===== src/rtl/sdr_app_arbiter_if.sv =====
// Requester-side and controller-side application port bundles for sdr_app_arbiter.
// Per-requester fields are flat vectors; slice i belongs to requester i.
interface sdr_req_if #(
  parameter int NREQ   = 4,
  parameter int APP_AW = 26,
  parameter int APP_DW = 32,
  parameter int APP_BW = 4,
  parameter int APP_RW = 9
) ();
  logic [NREQ-1:0]        req_valid;
  logic [NREQ*APP_AW-1:0] req_addr;
  logic [NREQ*APP_RW-1:0] req_len;
  logic [NREQ-1:0]        req_wr_n;
  logic [NREQ-1:0]        req_wrap;
  logic [NREQ*APP_DW-1:0] req_wr_data;
  logic [NREQ*APP_BW-1:0] req_wr_en_n;
  logic [NREQ-1:0]        req_ack;
  logic [NREQ-1:0]        req_wr_next;
  logic [NREQ-1:0]        req_rd_valid;
  logic [APP_DW-1:0]      req_rd_data;
  logic [NREQ-1:0]        req_last_rd;
  logic [NREQ-1:0]        req_last_wr;

  modport master (
    output req_valid, req_addr, req_len, req_wr_n, req_wrap, req_wr_data, req_wr_en_n,
    input  req_ack, req_wr_next, req_rd_valid, req_rd_data, req_last_rd, req_last_wr
  );
  modport slave (
    input  req_valid, req_addr, req_len, req_wr_n, req_wrap, req_wr_data, req_wr_en_n,
    output req_ack, req_wr_next, req_rd_valid, req_rd_data, req_last_rd, req_last_wr
  );
endinterface

interface sdr_app_if #(
  parameter int APP_AW = 26,
  parameter int APP_DW = 32,
  parameter int APP_BW = 4,
  parameter int APP_RW = 9
) ();
  logic              app_req;
  logic [APP_AW-1:0] app_req_addr;
  logic [APP_RW-1:0] app_req_len;
  logic              app_req_wr_n;
  logic              app_req_wrap;
  logic [APP_DW-1:0] app_wr_data;
  logic [APP_BW-1:0] app_wr_en_n;
  logic              app_req_ack;
  logic              app_wr_next_req;
  logic              app_rd_valid;
  logic [APP_DW-1:0] app_rd_data;
  logic              app_last_rd;
  logic              app_last_wr;

  modport master (
    output app_req, app_req_addr, app_req_len, app_req_wr_n, app_req_wrap, app_wr_data, app_wr_en_n,
    input  app_req_ack, app_wr_next_req, app_rd_valid, app_rd_data, app_last_rd, app_last_wr
  );
  modport slave (
    input  app_req, app_req_addr, app_req_len, app_req_wr_n, app_req_wrap, app_wr_data, app_wr_en_n,
    output app_req_ack, app_wr_next_req, app_rd_valid, app_rd_data, app_last_rd, app_last_wr
  );
endinterface


===== src/rtl/sdr_app_arbiter.sv =====
// Round-robin owner of the SDRAM application port: request registered (1 cycle after pick),
// data/ack paths combinational; one transaction in flight, grant held until the last beat.
module sdr_app_arbiter #(
  parameter int NREQ   = 4,
  parameter int APP_AW = 26,
  parameter int APP_DW = 32,
  parameter int APP_BW = 4,
  parameter int APP_RW = 9,
  parameter int TMO_W  = 12
) (
  input  logic            sdram_clk,
  input  logic            reset,
  input  logic            cfg_sdr_en,
  input  logic            sdr_init_done,
  sdr_req_if.slave        req,
  sdr_app_if.master       app,
  output logic [NREQ-1:0] grant,
  output logic            err_timeout
);
  localparam int PW = (NREQ > 1) ? $clog2(NREQ) : 1;

  typedef enum logic [1:0] {IDLE, REQ, WR_DATA, RD_DATA} state_t;

  state_t           state, state_nxt;
  logic [PW-1:0]    ptr, gnt_idx, win_idx;
  logic             win_vld, win_zero;
  logic [NREQ-1:0]  eligible, win_oh;
  logic [TMO_W-1:0] tmo_cnt;

  assign eligible = req.req_valid & {NREQ{cfg_sdr_en & sdr_init_done}};
  assign win_oh   = NREQ'(1) << win_idx;
  assign win_zero = (req.req_len[win_idx*APP_RW +: APP_RW] == '0);

  // Scan starts just after the last served requester, so it becomes lowest priority.
  always_comb begin
    win_vld = 1'b0;
    win_idx = '0;
    for (int i = 1; i <= NREQ; i++) begin
      if (!win_vld && eligible[(int'(ptr) + i) % NREQ]) begin
        win_vld = 1'b1;
        win_idx = PW'((int'(ptr) + i) % NREQ);
      end
    end
  end

  always_comb begin
    state_nxt = state;
    case (state)
      IDLE:    if (win_vld && !win_zero) state_nxt = REQ;
      REQ:     if (app.app_req_ack) state_nxt = app.app_req_wr_n ? RD_DATA : WR_DATA;
      WR_DATA: if (app.app_last_wr) state_nxt = IDLE;
      RD_DATA: if (app.app_rd_valid && app.app_last_rd) state_nxt = IDLE;
      default: state_nxt = IDLE;
    endcase
  end

  always_ff @(posedge sdram_clk) begin
    if (reset) begin
      state            <= IDLE;
      ptr              <= PW'(NREQ - 1);
      gnt_idx          <= '0;
      grant            <= '0;
      app.app_req      <= 1'b0;
      app.app_req_addr <= '0;
      app.app_req_len  <= '0;
      app.app_req_wr_n <= 1'b0;
      app.app_req_wrap <= 1'b0;
      tmo_cnt          <= '0;
      err_timeout      <= 1'b0;
    end else begin
      state <= state_nxt;
      case (state)
        IDLE: begin
          if (win_vld && win_zero) begin
            ptr <= win_idx;
          end else if (win_vld) begin
            grant            <= win_oh;
            gnt_idx          <= win_idx;
            app.app_req      <= 1'b1;
            app.app_req_addr <= req.req_addr[win_idx*APP_AW +: APP_AW];
            app.app_req_len  <= req.req_len[win_idx*APP_RW +: APP_RW];
            app.app_req_wr_n <= req.req_wr_n[win_idx];
            app.app_req_wrap <= req.req_wrap[win_idx];
          end
        end
        REQ: if (app.app_req_ack) app.app_req <= 1'b0;
        default: begin
          if (state_nxt == IDLE) begin
            ptr   <= gnt_idx;
            grant <= '0;
          end
        end
      endcase
      // Watchdog only flags a stuck controller; the transaction is never aborted.
      if (state == IDLE && state_nxt == REQ) tmo_cnt <= '0;
      else if (state != IDLE && tmo_cnt != '1) tmo_cnt <= tmo_cnt + TMO_W'(1);
      if (tmo_cnt == '1) err_timeout <= 1'b1;
    end
  end

  always_comb begin
    req.req_ack      = '0;
    req.req_wr_next  = '0;
    req.req_rd_valid = '0;
    req.req_last_rd  = '0;
    req.req_last_wr  = '0;
    req.req_rd_data  = app.app_rd_data;
    app.app_wr_data  = '0;
    app.app_wr_en_n  = '1;
    case (state)
      IDLE: if (win_vld && win_zero) req.req_ack = win_oh;
      REQ: begin
        req.req_ack     = grant & {NREQ{app.app_req_ack}};
        req.req_wr_next = grant & {NREQ{app.app_wr_next_req}};
      end
      WR_DATA: begin
        req.req_wr_next = grant & {NREQ{app.app_wr_next_req}};
        req.req_last_wr = grant & {NREQ{app.app_last_wr}};
      end
      RD_DATA: begin
        req.req_rd_valid = grant & {NREQ{app.app_rd_valid}};
        req.req_last_rd  = grant & {NREQ{app.app_last_rd}};
      end
      default: ;
    endcase
    if (grant != '0) begin
      app.app_wr_data = req.req_wr_data[gnt_idx*APP_DW +: APP_DW];
      app.app_wr_en_n = req.req_wr_en_n[gnt_idx*APP_BW +: APP_BW];
    end
  end
endmodule

===== src/flat_wrapper.sv =====
// flat-port wrapper written by rule: the top's interface ports become plain ports
module sdr_app_arbiter_flat 
#(
  parameter int NREQ   = 4,
  parameter int APP_AW = 26,
  parameter int APP_DW = 32,
  parameter int APP_BW = 4,
  parameter int APP_RW = 9,
  parameter int TMO_W  = 12
)
  (sdram_clk, reset, cfg_sdr_en, sdr_init_done, grant, err_timeout, req_req_valid, req_req_addr, req_req_len, req_req_wr_n, req_req_wrap, req_req_wr_data, req_req_wr_en_n, req_req_ack, req_req_wr_next, req_req_rd_valid, req_req_rd_data, req_req_last_rd, req_req_last_wr, app_app_req, app_app_req_addr, app_app_req_len, app_app_req_wr_n, app_app_req_wrap, app_app_wr_data, app_app_wr_en_n, app_app_req_ack, app_app_wr_next_req, app_app_rd_valid, app_app_rd_data, app_app_last_rd, app_app_last_wr);
  sdr_req_if #(.NREQ(NREQ), .APP_AW(APP_AW), .APP_DW(APP_DW), .APP_BW(APP_BW), .APP_RW(APP_RW)) req_i ();
  sdr_app_if #(.APP_AW(APP_AW), .APP_DW(APP_DW), .APP_BW(APP_BW), .APP_RW(APP_RW)) app_i ();
  input  logic sdram_clk;
  input  logic reset;
  input  logic cfg_sdr_en;
  input  logic sdr_init_done;
  output logic [NREQ-1:0] grant;
  output logic err_timeout;
  input wire logic [$bits(req_i.req_valid)-1:0] req_req_valid;
  input wire logic [$bits(req_i.req_addr)-1:0] req_req_addr;
  input wire logic [$bits(req_i.req_len)-1:0] req_req_len;
  input wire logic [$bits(req_i.req_wr_n)-1:0] req_req_wr_n;
  input wire logic [$bits(req_i.req_wrap)-1:0] req_req_wrap;
  input wire logic [$bits(req_i.req_wr_data)-1:0] req_req_wr_data;
  input wire logic [$bits(req_i.req_wr_en_n)-1:0] req_req_wr_en_n;
  output wire logic [$bits(req_i.req_ack)-1:0] req_req_ack;
  output wire logic [$bits(req_i.req_wr_next)-1:0] req_req_wr_next;
  output wire logic [$bits(req_i.req_rd_valid)-1:0] req_req_rd_valid;
  output wire logic [$bits(req_i.req_rd_data)-1:0] req_req_rd_data;
  output wire logic [$bits(req_i.req_last_rd)-1:0] req_req_last_rd;
  output wire logic [$bits(req_i.req_last_wr)-1:0] req_req_last_wr;
  output wire logic [$bits(app_i.app_req)-1:0] app_app_req;
  output wire logic [$bits(app_i.app_req_addr)-1:0] app_app_req_addr;
  output wire logic [$bits(app_i.app_req_len)-1:0] app_app_req_len;
  output wire logic [$bits(app_i.app_req_wr_n)-1:0] app_app_req_wr_n;
  output wire logic [$bits(app_i.app_req_wrap)-1:0] app_app_req_wrap;
  output wire logic [$bits(app_i.app_wr_data)-1:0] app_app_wr_data;
  output wire logic [$bits(app_i.app_wr_en_n)-1:0] app_app_wr_en_n;
  input wire logic [$bits(app_i.app_req_ack)-1:0] app_app_req_ack;
  input wire logic [$bits(app_i.app_wr_next_req)-1:0] app_app_wr_next_req;
  input wire logic [$bits(app_i.app_rd_valid)-1:0] app_app_rd_valid;
  input wire logic [$bits(app_i.app_rd_data)-1:0] app_app_rd_data;
  input wire logic [$bits(app_i.app_last_rd)-1:0] app_app_last_rd;
  input wire logic [$bits(app_i.app_last_wr)-1:0] app_app_last_wr;
  assign req_i.req_valid = req_req_valid;
  assign req_i.req_addr = req_req_addr;
  assign req_i.req_len = req_req_len;
  assign req_i.req_wr_n = req_req_wr_n;
  assign req_i.req_wrap = req_req_wrap;
  assign req_i.req_wr_data = req_req_wr_data;
  assign req_i.req_wr_en_n = req_req_wr_en_n;
  assign req_req_ack = req_i.req_ack;
  assign req_req_wr_next = req_i.req_wr_next;
  assign req_req_rd_valid = req_i.req_rd_valid;
  assign req_req_rd_data = req_i.req_rd_data;
  assign req_req_last_rd = req_i.req_last_rd;
  assign req_req_last_wr = req_i.req_last_wr;
  assign app_app_req = app_i.app_req;
  assign app_app_req_addr = app_i.app_req_addr;
  assign app_app_req_len = app_i.app_req_len;
  assign app_app_req_wr_n = app_i.app_req_wr_n;
  assign app_app_req_wrap = app_i.app_req_wrap;
  assign app_app_wr_data = app_i.app_wr_data;
  assign app_app_wr_en_n = app_i.app_wr_en_n;
  assign app_i.app_req_ack = app_app_req_ack;
  assign app_i.app_wr_next_req = app_app_wr_next_req;
  assign app_i.app_rd_valid = app_app_rd_valid;
  assign app_i.app_rd_data = app_app_rd_data;
  assign app_i.app_last_rd = app_app_last_rd;
  assign app_i.app_last_wr = app_app_last_wr;
  sdr_app_arbiter #(.NREQ(NREQ), .APP_AW(APP_AW), .APP_DW(APP_DW), .APP_BW(APP_BW), .APP_RW(APP_RW), .TMO_W(TMO_W)) u_core (.sdram_clk(sdram_clk), .reset(reset), .cfg_sdr_en(cfg_sdr_en), .sdr_init_done(sdr_init_done), .req(req_i), .app(app_i), .grant(grant), .err_timeout(err_timeout));
endmodule

===== config.mk =====
export PLATFORM = sky130hd
export DESIGN_NAME = sdr_app_arbiter_flat
export DESIGN_NICKNAME = d
export VERILOG_FILES = /design/src/rtl/sdr_app_arbiter_if.sv /design/src/rtl/sdr_app_arbiter.sv /design/src/flat_wrapper.sv
export SDC_FILE = /design/constraint.sdc
export NUM_CORES = 1
export LEC_CHECK = 0
export BUFFER_PORTS_ARGS = -buffer_cell sky130_fd_sc_hd__buf_4
export CORE_AREA = 4 4 179 181
export CTS_CLUSTER_DIAMETER = 100
export CTS_CLUSTER_SIZE = 16
export DETAILED_ROUTE_END_ITERATION = 16
export DIE_AREA = 0 0 183 185
export PLACE_DENSITY_LB_ADDON = 0.15
export SYNTH_ARGS = -nofsm -noshare
export SYNTH_HDL_FRONTEND = slang
export SYNTH_SLANG_ARGS = --single-unit

===== constraint.sdc =====
create_clock -name sdram_clk -period 2.19 [get_ports sdram_clk]
set_input_delay 0.438 -clock sdram_clk [delete_from_list [all_inputs] [get_ports sdram_clk]]
set_output_delay 0.438 -clock sdram_clk [all_outputs]
set_load 0.02 [all_outputs]

After elaboration in Yosys (flattened, before gate mapping)
Cells that the tools add are included.
W data, S select, Z words.
- add/sub/neg operators: 5
- multiply operators: 2
- magnitude comparators: 5
- equal/unequal tests: 10
- shift-type cells: 5
- mux-type cells: 49
- bitwise gates (word level): 13
- reduce and logical (&&, ||, !) cells: 29
- operators with widths (operator ; count):
    $shiftx A128 B8 Y32 ; 1
    $shiftx A104 B8 Y26 ; 1
    $mux W4 ; 9
    $shiftx A36 B7 Y9 ; 1
    $mux W32 ; 1
    $and A4 B4 Y4 ; 6
    $mux W2 ; 10
    $mux W1 ; 18
    $lt A3 B4 Y1 const B ; 4
    $pmux W4 S2 ; 2
    $shiftx A16 B5 Y4 ; 1
    $add A12 B1 Y12 const B ; 1
    $bmux W1 S2 ; 6
    $eq A12 B12 Y1 const B ; 1
    $mul A2 B4 Y6 const B ; 2
    $ne A12 B12 Y1 const B ; 1
    $reduce_or A2 Y1 ; 6
    $logic_not A9 Y1 ; 1
    $logic_and A1 B1 Y1 ; 8
    $pmux W2 S4 ; 1
    $reduce_and A4 Y1 ; 2
    $ne A2 B2 Y1 const B ; 3
    $reduce_and A3 Y1 ; 2
    $reduce_bool A2 Y1 ; 3
    other kinds (15) ; 27
- flip-flop bits (word level): 61
- word-level logic and storage cells: 129

Depth between registers and ports, before layout
- depth after elaboration: 26
- depth in mapped cells: 12

Least setup slack after synthesis
OpenSTA, ideal clock, no wires.
- path type: input-to-output
- start point: in req_req_valid[1]
- end point: out req_req_ack[3]
- arrival time: 2.379 ns
- data required time: 1.752 ns
- setup slack: -0.627 ns
- stages on the path: 7
- cells stage by stage: nor2_1 > o22ai_1 > or3_1 > o22a_1 > a21oi_4 > nand2_1 > o41ai_1
- longest elaborated chain between the ends: 20
- elaborated cells between the ends (all ways): 34
- those cells by class: 1 x mul; 2 x shift; 22 x mux; 1 x bitwise; 8 x reduce/logical
- ends and longest elaborated chain (what ; RTL line ; RTL):
    start, declared ; flat_wrapper.sv:20 ; input wire logic [$bits(req_i.req_valid)-1:0] req_req_valid;
    $and A4 B4 Y4 * ; sdr_app_arbiter.sv:30 ; assign eligible = req.req_valid & {NREQ{cfg_sdr_en & sdr_init_done}};
    $bmux W1 S2 ; sdr_app_arbiter.sv:39 ; if (!win_vld && eligible[(int'(ptr) + i) % NREQ]) begin
    $mux W1 (implied by the code) (2 in a row) ; sdr_app_arbiter.sv:39 ;
    $mux W1 ; sdr_app_arbiter.sv:39 ;
    $logic_not A1 Y1 ; sdr_app_arbiter.sv:39 ;
    $logic_and A1 B1 Y1 ; sdr_app_arbiter.sv:39 ;
    $mux W1 ; sdr_app_arbiter.sv:39 ;
    $logic_not A1 Y1 ; sdr_app_arbiter.sv:39 ;
    [3 not listed] ; - ;
    $logic_and A1 B1 Y1 ; sdr_app_arbiter.sv:39 ;
    $mux W2 ; sdr_app_arbiter.sv:39 ;
    $mul A2 B4 Y6 ; sdr_app_arbiter.sv:32 ; assign win_zero = (req.req_len[win_idx*APP_RW +: APP_RW] == '0);
    $shiftx A36 B7 Y9 ; sdr_app_arbiter.sv:32 ;
    $logic_not A9 Y1 ; sdr_app_arbiter.sv:32 ;
    $logic_and A1 B1 Y1 ; sdr_app_arbiter.sv:111 ; IDLE: if (win_vld && win_zero) req.req_ack = win_oh;
    $mux W4 * ; sdr_app_arbiter.sv:111 ;
    $pmux W4 S2 * ; sdr_app_arbiter.sv:110 ; case (state)
    end, declared ; flat_wrapper.sv:27 ; output wire logic [$bits(req_i.req_ack)-1:0] req_req_ack;
Mark *: on every way between the ends. The rest lies on a longest branch, timed or not. The select of a mux whose other input is x is not followed.

Worst setup path in the final report
- start point: reg u_core.ptr[1]
- end point: out req_req_ack[2]
- longest elaborated chain between the ends: 20
- elaborated cells between the ends (all ways): 37
- those cells by class: 4 x add/sub; 1 x mul; 2 x shift; 22 x mux; 8 x reduce/logical
- ends and longest elaborated chain (what ; RTL line ; RTL):
    start, declared ; sdr_app_arbiter.sv:25 ; logic [PW-1:0] ptr, gnt_idx, win_idx;
    start signal, assigned ; sdr_app_arbiter.sv:60 ; ptr <= PW'(NREQ - 1);
    start signal, assigned ; sdr_app_arbiter.sv:75 ; ptr <= win_idx;
    start signal, assigned ; sdr_app_arbiter.sv:89 ; ptr <= gnt_idx;
    $add A2 B1 Y2 ; sdr_app_arbiter.sv:39, sdr_app_arbiter.sv:41 ;
    $bmux W1 S2 ; sdr_app_arbiter.sv:39 ;
    $mux W1 (implied by the code) (2 in a row) ; sdr_app_arbiter.sv:39 ;
    $mux W1 ; sdr_app_arbiter.sv:39 ;
    $logic_not A1 Y1 ; sdr_app_arbiter.sv:39 ;
    $logic_and A1 B1 Y1 ; sdr_app_arbiter.sv:39 ;
    $mux W1 ; sdr_app_arbiter.sv:39 ;
    $logic_not A1 Y1 ; sdr_app_arbiter.sv:39 ;
    [3 not listed] ; - ;
    $logic_and A1 B1 Y1 ; sdr_app_arbiter.sv:39 ;
    $mux W2 ; sdr_app_arbiter.sv:39 ;
    $mul A2 B4 Y6 ; sdr_app_arbiter.sv:32 ;
    $shiftx A36 B7 Y9 ; sdr_app_arbiter.sv:32 ;
    $logic_not A9 Y1 ; sdr_app_arbiter.sv:32 ;
    $logic_and A1 B1 Y1 ; sdr_app_arbiter.sv:111 ;
    $mux W4 * ; sdr_app_arbiter.sv:111 ;
    $pmux W4 S2 * ; sdr_app_arbiter.sv:110 ;
Marked as above.

==> flow_metrics.env <==
export IMPL_status="finished, violations left"
export IMPL_violations="setup timing"
export IMPL_reg2reg_from="u_core.ptr[1]"
export IMPL_rsz0062_at_grt="yes"
export IMPL_skew_ns=0.0109
export IMPL_post_route_period_util_pct=125
export IMPL_cts_htree_levels=3
export IMPL_final_layout_size_suffix_gt1_share_pct=57.1
export IMPL_drc=0
export IMPL_grt_overflow_total=0
export IMPL_slew_headroom_pct=67.4
export IMPL_wire_per_inst_um=22.5
export IMPL_root_buffer="clkbuf_16"
export IMPL_place_congestion=0.835
export IMPL_portBuffers=403
export IMPL_cp_start_kind="flip-flop"
export IMPL_finalWorstSetupSlack_ns=-0.547
export IMPL_netlist_top_cells_area="dfxtp_1 22%, mux4_2 14%, nand2_1 9.3%"
export IMPL_syn_to_final_growth_pct=88.2
export IMPL_clkSinkCount=61
export IMPL_antenna_found_initial=3
export IMPL_async_reset_ff_share_pct=0
export IMPL_vias_per_cell=4.68
export IMPL_worst_slew_pin_slew_ns=0.489
export IMPL_clk_pin_slew_worst_paths_ns=0.06
export IMPL_final_seq_area_um2=1240
export IMPL_crit_required_ns=1.75
export IMPL_criticalPathCategory="reg2out"
export IMPL_hp_class="in2reg"
export IMPL_arrival_ns=2.30
export IMPL_yosysWarnings=0
export IMPL_start_util_pct=18.5
export IMPL_slew_viol_final=0
export IMPL_die_y_um=185
export IMPL_syn_avg_cell_area_um2=8.49
export IMPL_synth_top_cell_area_share_pct=21.7
export IMPL_post_synth_top_area_cell="dfxtp_1"
export IMPL_netlist_area_um2=5630
export IMPL_syn_inst=664
export IMPL_fmax_mhz=365
export IMPL_synth_fp_nets=1006
export IMPL_via_count=6997
export IMPL_fp_dieW_um=183
export IMPL_routed_wl_um=33600
export IMPL_postCtsHoldBufs=0
export IMPL_fin_crit_ns=2.74
export IMPL_powerDensity_nw_per_um2=430
export IMPL_p_leak_nw=4.98
export IMPL_multi_input_area_um2=4270
export IMPL_peakVddDrop_mv=0.259
export IMPL_grt_pass1_wl_um=47400
export IMPL_setup_viol=88
export IMPL_rows=64
export IMPL_synthFlopType="dfxtp_1"
export IMPL_dieArea_um2=33900
export IMPL_clock_path_buffers=2
export IMPL_hpwl_um=27200
export IMPL_fillers=3213
export IMPL_crit_path_end_kind="output pin"
export IMPL_p_total_mw=4.56
export IMPL_coreArea_um2=30400
export IMPL_synth_edf_count=0
export IMPL_io_pins=468
export IMPL_grt_max_degree=73
export IMPL_hold_violations=0
export IMPL_min_from="reset"
export IMPL_track_usage_pct=18.9
export IMPL_fin_setup_tns_ns=-17.31
export IMPL_ys_ff_latch=61
export IMPL_ys_seq_area_share_pct=21.7
export IMPL_first_global_vias=7357
export IMPL_critical_path_max_fanout=6
export IMPL_maxCapViolCount=0
export IMPL_final_antenna_net_count=0
export IMPL_synth_cell_type_count=53
export IMPL_worstSetupStartpoint="u_core.ptr[1]"
export IMPL_clk_latency_ns=0.34
export IMPL_first_pass_iters=4
export IMPL_nNetsFinal=1433
export IMPL_cts_tree="yes"
export IMPL_drtIter0Drc=178
export IMPL_cts_buffers_inserted=9
final timing paths:
path / slack (ns) / endpoint / cells past startpoint
setup / recovery: -0.55 / req_req_ack[2] / 9
hold / removal: 0.44 / u_core.state[0] / 2
setup reg to reg: -0.37 / u_core.grant[3] / 13
hold reg to reg: 0.46 / u_core.app.app_req_len[1] / 2
per-layer routing:
metal | vias to the layer above | wire [um] | track usage, %
met5 | - | 0 | 0
met4 | 0 | 637 | 4.62
met3 | 28 | 3280 | 6.76
met2 | 346 | 17300 | 34.8
met1 | 3311 | 12400 | 20.6
li1 | 3312 | - | -
synth_stat cells, types with 2 or more instances:
library cell / count
nor2b_1: 34
buf_2: 9
buf_6: 5
or2_2: 5
nand4_1: 4
xnor2_1: 4
o31ai_1: 3
xor2_1: 7
nor3_1: 14
nor2_1: 14
or4_1: 2
nand2_1: 140
a21oi_1: 5
nor4_1: 8
a211oi_1: 39
nand3_1: 9
o22ai_1: 4
buf_4: 33
dfxtp_1: 61
and3_1: 55
a22oi_1: 2
and2_1: 3
ha_1: 5
a311o_1: 36
a21o_1: 3
nand2b_1: 4
a2111oi_4: 2
and4_1: 2
clkinv_1: 2
inv_1: 5
buf_1: 6
mux2i_1: 46
clkbuf_1: 38
mux4_2: 36
placed cells by master, fill, tap and decap left out, drive strengths merged, types with 2 or more instances in the layout:
cell / count
a2111oi: 2
a211oi: 39
a21boi: 2
a21o: 3
a21oi: 7
a22oi: 2
a311o: 36
a41oi: 2
and2: 3
and3: 55
and4: 2
buf: 507
clkbuf: 9
clkinv: 4
clkinvlp: 2
dfxtp: 61
diode: 3
ha: 5
inv: 7
mux2i: 46
mux4: 36
nand2: 141
nand2b: 4
nand3: 9
nand4: 4
nor2: 14
nor2b: 34
nor3: 14
nor4: 8
o22ai: 4
o31ai: 3
or2: 5
or4: 2
xnor2: 4
xor2: 7
area by class of cell:
cell class,instances,area share (%)
Multi-Input combinational cell,505,40.3
Inverter,7,0.248
Clock buffer,9,2.12
Sequential cell,61,11.7
Clock inverter,7,0.684
Antenna cell,3,0.0708
Timing Repair Buffer,507,40.2
Tap cell,396,4.67
sequential cells by signal, indices dropped and copies added (netlist names):
register,flops
u_core.app.app_req,1
u_core.app.app_req_addr,26
u_core.app.app_req_len,9
u_core.app.app_req_wr_n,1
u_core.app.app_req_wrap,1
u_core.err_timeout,1
u_core.gnt_idx,2
u_core.grant,4
u_core.ptr,2
u_core.state,2
u_core.tmo_cnt,12
what timing repair did:
item,CTS,global route
setup buffers,11,3
resized for setup,80,39
cloned,7,0
endpoints found under the hold margin,0,0
setup endpoints to repair,97,100
pin swaps,11,5
logic make-up after synthesis:
logic type                 count (synthesis)  share of synthesized area [%]
xor gates and xnor gates                  11                           1.71
DFF                                       61                           21.7
buffers and inverters                     98                           9.59
AOI/OAI and AO/OA                        111                           17.7
muxes                                     82                           22.6
and+or+nand+nor                          296                           25.6
adders and majority gates                  5                           1.11
stage by stage:
stage          area (um2)  hold slack [ns]  util (%)  std cells  setup slack [ns]
2_1_floorplan        5740            0.506         -        664            -0.271
3_3_place_gp         9540            0.447      31.4       1460            -0.628
3_5_place_dp         9540            0.455      31.4       1460            -0.630
4_1_cts             10400            0.430      34.3       1492            -0.595
5_1_grt             10600            0.455      34.8       1495            -0.665
6_report            10600            0.438      34.8       1495            -0.547
critical path: stages (launching register included):
cell	delay, ns
dfxtp_4	0.39
nand2_4	0.06
and3_4	0.17
or3_4	0.37
o22a_4	0.22
a21oi_4	0.18
nand2_4	0.13
o31ai_4	0.21
buf_6	0.13
buf_6	0.11
report_power, final:
part | switching [mW] | total [mW] | internal (mW) | leakage (nW)
combinational | 0.828 | 1.87 | 1.04 | 4.34
clock | 0.588 | 1.47 | 0.885 | 0.142
sequential | 0.0475 | 1.22 | 1.17 | 0.498
total | 1.46 | 4.56 | 3.10 | 4.98
Note: power is estimated with default switching activity, not from simulation.
